==> src/rtl/serial_addsub.sv <==
// Bit-serial adder/subtractor: one full-adder cell, one operand bit per clock, LSB first.
// Latency: WIDTH+1 cycles from the accepted start to the done pulse; one operation every WIDTH+2 cycles.
// Backpressure: none; start is only sampled in IDLE and requests seen while busy are dropped, not queued.
module serial_addsub #(
  parameter int WIDTH = 8
) (
  input  logic             clk,
  input  logic             rst,
  input  logic             start,
  input  logic             sub,
  input  logic [WIDTH-1:0] A,
  input  logic [WIDTH-1:0] B,
  output logic             busy,
  output logic             done,
  output logic [WIDTH-1:0] Sum,
  output logic             Cout,
  output logic             Ovf
);

  localparam int CW = (WIDTH > 1) ? $clog2(WIDTH) : 1;
  localparam logic [CW-1:0] LAST_BIT = CW'(WIDTH - 1);

  typedef enum logic [1:0] {
    S_IDLE  = 2'd0,
    S_SHIFT = 2'd1,
    S_DONE  = 2'd2
  } state_t;

  state_t state_q, state_d;

  logic [WIDTH-1:0] a_sr_q, a_sr_d;
  logic [WIDTH-1:0] b_sr_q, b_sr_d;
  logic [WIDTH-1:0] s_sr_q, s_sr_d;
  logic             carry_q, carry_d;
  logic [CW-1:0]    cnt_q, cnt_d;
  logic [WIDTH-1:0] sum_q, sum_d;
  logic             cout_q, cout_d;
  logic             ovf_q, ovf_d;

  // Full-adder cell on the current LSBs of the operand shift registers.
  logic bit_s;
  logic bit_c;
  logic last_bit;

  assign bit_s    = a_sr_q[0] ^ b_sr_q[0] ^ carry_q;
  assign bit_c    = (a_sr_q[0] & b_sr_q[0]) | (a_sr_q[0] & carry_q) | (b_sr_q[0] & carry_q);
  assign last_bit = (cnt_q == LAST_BIT);

  // State register plus all datapath registers; reset clears everything and wins over start.
  always_ff @(posedge clk) begin
    if (rst) begin
      state_q <= S_IDLE;
      a_sr_q  <= '0;
      b_sr_q  <= '0;
      s_sr_q  <= '0;
      carry_q <= 1'b0;
      cnt_q   <= '0;
      sum_q   <= '0;
      cout_q  <= 1'b0;
      ovf_q   <= 1'b0;
    end else begin
      state_q <= state_d;
      a_sr_q  <= a_sr_d;
      b_sr_q  <= b_sr_d;
      s_sr_q  <= s_sr_d;
      carry_q <= carry_d;
      cnt_q   <= cnt_d;
      sum_q   <= sum_d;
      cout_q  <= cout_d;
      ovf_q   <= ovf_d;
    end
  end

  // Next-state: accept start in IDLE, run WIDTH bits, spend one cycle in DONE.
  always_comb begin
    state_d = state_q;
    case (state_q)
      S_IDLE:  if (start) state_d = S_SHIFT;
      S_SHIFT: if (last_bit) state_d = S_DONE;
      S_DONE:  state_d = S_IDLE;
      default: state_d = S_IDLE;
    endcase
  end

  // Datapath next-values: load on accept, one bit per SHIFT cycle, publish results on the last bit.
  always_comb begin
    a_sr_d  = a_sr_q;
    b_sr_d  = b_sr_q;
    s_sr_d  = s_sr_q;
    carry_d = carry_q;
    cnt_d   = cnt_q;
    sum_d   = sum_q;
    cout_d  = cout_q;
    ovf_d   = ovf_q;
    case (state_q)
      S_IDLE: begin
        if (start) begin
          // Subtract is A + ~B + 1: invert B here and seed the carry with 1.
          a_sr_d  = A;
          b_sr_d  = sub ? ~B : B;
          carry_d = sub;
          cnt_d   = '0;
        end
      end
      S_SHIFT: begin
        a_sr_d  = {1'b0, a_sr_q[WIDTH-1:1]};
        b_sr_d  = {1'b0, b_sr_q[WIDTH-1:1]};
        s_sr_d  = {bit_s, s_sr_q[WIDTH-1:1]};
        carry_d = bit_c;
        cnt_d   = cnt_q + CW'(1);
        if (last_bit) begin
          // On the MSB the incoming carry_q is the carry into the MSB, so overflow
          // is taken directly from it instead of keeping a separate copy.
          sum_d  = {bit_s, s_sr_q[WIDTH-1:1]};
          cout_d = bit_c;
          ovf_d  = carry_q ^ bit_c;
        end
      end
      default: ;
    endcase
  end

  // Status outputs are pure decodes of the state register.
  always_comb begin
    busy = (state_q == S_SHIFT);
    done = (state_q == S_DONE);
  end

  assign Sum  = sum_q;
  assign Cout = cout_q;
  assign Ovf  = ovf_q;

endmodule

==> config.mk <==
export PLATFORM = sky130hd
export DESIGN_NAME = serial_addsub
export DESIGN_NICKNAME = d
export VERILOG_FILES = /design/src/rtl/serial_addsub.sv
export SDC_FILE = /design/constraint.sdc
export NUM_CORES = 1
export LEC_CHECK = 0
export ABC_AREA = 1
export BUFFER_PORTS_ARGS = -buffer_cell sky130_fd_sc_hd__clkbuf_2
export CAP_MARGIN = 20
export CELL_PAD_IN_SITES_DETAIL_PLACEMENT = 0
export CELL_PAD_IN_SITES_GLOBAL_PLACEMENT = 1
export CORE_MARGIN = 4
export CORE_UTILIZATION = 39
export CTS_CLUSTER_SIZE = 8
export DETAILED_ROUTE_END_ITERATION = 10
export PLACE_DENSITY_LB_ADDON = 0.1
export SYNTH_ARGS = -nofsm -noshare
export SYNTH_HDL_FRONTEND = slang
export SYNTH_SLANG_ARGS = --single-unit
==> constraint.sdc <==
create_clock -name clk -period 1.75 [get_ports clk]
set_input_delay 0.0875 -clock clk [delete_from_list [all_inputs] [get_ports clk]]
set_output_delay 0.0875 -clock clk [all_outputs]
set_load 0.02 [all_outputs]
After elaboration in Yosys (flattened, before gate mapping):

Index checks and enable logic that the tools add are counted.

* register bits: 40
* input bits: 20
* output and inout port bits: 12
* word-level logic and storage cells: 41

* add/sub/neg operators: 1
* equality and inequality tests: 5
* mux-type cells: 12
* bitwise logic cells: 9
* reduce and logical (&&, ||, !) cells: 5

Operator list (count)
* 8-bit one-hot mux with 2 select lines: 2
* 8-bit 2-to-1 mux: 3
* 8-bit NOT: 1
* 3-bit one-hot mux with 2 select lines: 1
* 2-bit AND reduction: 3
* 2-bit 2-to-1 mux: 2
* 2-bit one-hot mux with 2 select lines: 1
* 3-bit by 1-bit adder with 3-bit output (second input constant): 1
* 1-bit AND: 3
* 3-bit equality test (second input constant): 1
* 3-bit 2-to-1 mux: 1
* 1-bit XOR: 3
* 2-bit by 1-bit equality test with 1-bit output (second input constant): 1
* 2-bit equality test (second input constant): 1
* 2-bit logical NOT: 1
* 2-bit by 1-bit inequality test with 1-bit output (second input constant): 1
* 2-bit inequality test (second input constant): 1
* 1-bit OR: 2
* 1-bit one-hot mux with 2 select lines: 1
* 2-bit nonzero test: 1
* 1-bit 2-to-1 mux: 1

Depth between registers and ports, before layout:

* depth in word-level cells: 4
* mapped depth: 8
* depth with buffers taken out: 7

Worst setup path before layout:

OpenSTA, ideal clock, no wires.

* kind: reg2reg
* start point: reg cnt_q[0]
* end point: reg cout_q, in the netlist Cout
* library setup time: 0.116 ns
* arrival time: 1.097 ns
* required time: 1.634 ns
* slack: 0.537 ns
* cell stages (with the launch flop): 8
* path buffers: 1
* clock period less this slack: 1.213 ns
* cells stage by stage: dfxtp_1 ha_1 ha_1 nand2_1 nor2_2 buf_6 o21ai_0 nor2_1

* word-level cells in the longest chain between the ends: 2

RTL lines
* start: declaration: RTL line 35 `logic [CW-1:0] cnt_q, cnt_d;`
* start signal: assignment: RTL line 67 `cnt_q <= cnt_d;`
* 3-bit equality test: RTL line 47 `assign last_bit = (cnt_q == LAST_BIT);`
* 2-bit AND reduction (no line)
* end signal: assignment: RTL line 69 `cout_q <= cout_d;`
* end: declaration: RTL line 37 `logic cout_q, cout_d;`

Every way passes these cells.
A chain may end at the register's enable or synchronous reset.

Final worst setup path:

* start point: reg state_q[0]
* end point: out busy

* word-level cells in the longest chain between the ends: 1

RTL lines
* start: declaration: RTL line 29 `state_t state_q, state_d;`
* start signal: assignment: RTL line 62 `state_q <= state_d;`
* 2-bit by 1-bit equality test with 1-bit output: RTL line 125 `busy = (state_q == S_SHIFT);`
* end: declaration: RTL line 13 `output logic busy,`

Every way passes these cells.

==> out/qor.yml <==
status:
  status: "complete, no violations"
logic_synthesis:
  netlist_area_um2: 1820
  yosys.area.top_type_share_pct: 43.0
  post_synth_fa_ha_maj_area_fraction_pct: 2.48
  post_synth.cell_area_avg_um2: 7.18
  ys_warn_count: 0
  postSynthRegisterBits: 39
  synth_cell_types: 24
  post_synth_mux_area_share_pct: 0
  yosys.area.top_type: "dfxtp_1"
  synth_top_cells_by_area: "dfxtp_1 43%, nand2_1 13%, nand3_1 9.9%"
  netlist_instances: 253
  synth_top_family_by_area: "simple AND/OR/NAND/NOR gates"
  xor_and_xnor_fraction_of_the_mapped_netlist_area_pct: 0.964
  synth_simple_gate_area_share_pct: 34.7
  synth_compound_area_share_pct: 8.82
  postSynthNetCount: 276
  synth-seq-area-share_pct: 43.0
pwr:
  power.static_leakage_nw: 1.09
  total_power_mw: 1.76
  p_per_area_nw_per_um2: 841
  power.ir.vdd_worst_mv: 0.408
final_layout:
  final.fill_count: 478
  final_net_count: 309
  area_occupied_by_multi_input_gates_um2: 853
  antenna-diode-count: 0
  layout_commonest_cell: "nand2_1"
  final-seq-area_um2: 781
  layout.cells.most_common_list: "61 x nand2_1, 42 x nor2_1, 39 x dfxtp_1"
  fraction_of_layout_cells_with_a_size_suffix_above_1_pct: 20.2
  synthToLayoutAreaGrowth_pct: 15.1
critical_path:
  setup.worst_path.end_class: "primary output"
  critPathTopFamily: "flip-flops"
  worst_setup_path_startpoint: "state_q[0]"
  timing.reg2reg.worst_path_depth: 7
  crit_type: "flop to primary output"
  worst_path_max_delay_cell: "dfxtp_1"
  timing.rr.start: "cnt_q[0]"
  max_stage_delay_ns: 0.51
  regToRegSetupSlack_ns: 0.37
  crit_path_end: "busy"
  crit_chain: "inv_2 > nor2_4 > buf_12 > clkbuf_2"
  path_depth: 4
  worstPathRequired_ns: 1.66
  critical_path_arrival_ns: 1.35
  rr_endpoint: "Sum[4]"
  cp.buffers_inverters: 3
  timing.critical_path.fanout_max: 26
  startpoint_type: "flop"
timing:
  rsz0062_at_grt: "false"
  final_min_period_over_clock_period_pct: 82.2
  maxSlewHeadroom_pct: 61.2
  hold_viol_final: 0
  finalCriticalPeriod_ns: 1.44
  timing.final.setup_violations: 0
  setup-tns-final_ns: 0
  skew_ns: 0.00652
  final_max_slew_viol_count: 0
  fmax_mhz: 695
  worst_pin_slew_ns: 0.582
clocking:
  ctsLongestPathBuffers: 2
  numClockSinks: 39
  cts.clk_slew.worst_paths_ns: 0.07
  clock_latency_ns: 0.29
  cts_max_level: 2
  post-cts-setup-buffer-count: 0
  cts-hold-fix-buffers: 0
  cts_tree: "built"
  clockRootBuffer: "clkbuf_8"
  post_cts_resized: 0
  cts-buffers-inserted: 5
floorplanning:
  floorplan.rows: 24
  top_level_pins: 32
  die_wd_um: 76.3
  initial_core_util_pct: 40.9
  fp.coreArea_um2: 4440
  die_area_um2: 5810
  chipHeight_um: 76.3
grt:
  initial_antenna_violation_count: 0
  grt.total_usage_pct: 14.2
  grt_pass1_wl_mm: 6.69
  largest_net_degree_at_the_start_of_global_routing: 27
  grt_pass1_vias: 1414
  overflow: 0
detailed_routing:
  drt-vias-per-instance: 4.70
  drt-initial-drc-count: 87
  drt-wirelength-per-cell_um: 11.4
  detail-route-antenna-nets: 0
  drt_wl_total_mm: 3.86
  dr_total_vias: 1594
  drcViolationCount: 0
  firstDrtPassIters: 4
min_path:
  timing.hold.worst.class: "input port to flop"
place:
  place.detailed.hpwl_mm: 2.77
  io_buffers: 31
  gp_congestion: 0.758
flow_run:
  maxCapViolCount: 0
==> worst register-to-register path, stage by stage (launching register included) <==
cell,delay [ns]
dfxtp_1,0.35
ha_1,0.15
ha_1,0.13
nand2_1,0.07
nor2_2,0.21
buf_4,0.20
o21ai_0,0.10
nor2_1,0.11
==> logic make-up (layout without fill, tap and decap cells) <==
kind of cell,Yosys count,after routing
adders and majority gates,3,3
DFF,39,39
AOI/OAI and AO/OA,26,26
and+or+nand+nor,146,146
buffers and inverters,37,71
xor gates and xnor gates,2,2
==> power breakdown <==
group	internal, mW	switching (mW)
Combinational	0.0872	0.134
Sequential	0.929	0.0274
Clock	0.280	0.301
==> state kept, by name, indices dropped and copies added, names as in the netlist <==
name	cells
s_sr_q	7
a_sr_q	8
Cout	1
state_q	2
b_sr_q	8
Ovf	1
Sum	8
carry_q	1
cnt_q	3
==> layout make-up <==
| cell class | instances | share of cell area [%] |
|---|---|---|
| multi-input cells | 177 | 40.8 |
| flip-flops and latches | 39 | 37.3 |
| repair buffers | 37 | 10.2 |
| inverters | 26 | 4.67 |
| clock buffers | 7 | 3.65 |
| well taps | 52 | 3.11 |
| clock inverters | 1 | 0.239 |
==> synthesized netlist by cell type <==
cell type and n:
nand2_1 61, nor2_1 42, dfxtp_1 39, nand3_1 36, inv_1 23, o21ai_0 11
a21oi_1 5, buf_6 4, o21ai_1 4, a21oi_2 3, buf_4 3, inv_2 3
nand2_4 3, a211oi_2 2, buf_2 2, clkbuf_1 2, ha_1 2, nor2_2 2
and3_1 1, fa_1 1, nor2_4 1, o21ai_2 1, xnor2_1 1, xor2_1 1
==> through the flow <==
stage / utilization (%) / setup WS (ns) / area (um2) / instances / hold WS (ns)
final: 47.0 / 0.311 / 2090 / 339 / 0.0336
after global routing: 47.0 / 0.201 / 2090 / 339 / 0.0345
after CTS: 47.0 / 0.293 / 2090 / 339 / 0.0265
after detailed placement: 45.2 / 0.384 / 2010 / 331 / 0.340
after global placement: 45.2 / 0.379 / 2010 / 331 / 0.354
after floorplan: - / 0.537 / 1820 / 253 / 0.160
==> worst min-delay path by stage <==
stage / from / to / cells past startpoint
2_1_floorplan: rst / s_sr_q[1] / 1
6_report: A[7] / a_sr_q[7] / 3
4_1_cts: A[7] / a_sr_q[7] / 3
5_1_grt: A[7] / a_sr_q[7] / 3
3_5_place_dp: A[7] / a_sr_q[7] / 3
3_3_place_gp: A[7] / a_sr_q[7] / 3
==> layer usage <==
layer	up-vias	share of wire (%)	global-route usage [%]
met5	-	0	0
met4	0	0.98	4.89
met3	7	5.1	4.26
met2	21	42	20.2
met1	699	52	20.3
li1	867	-	-
No activity file was read; power rests on OpenSTA's default activity.
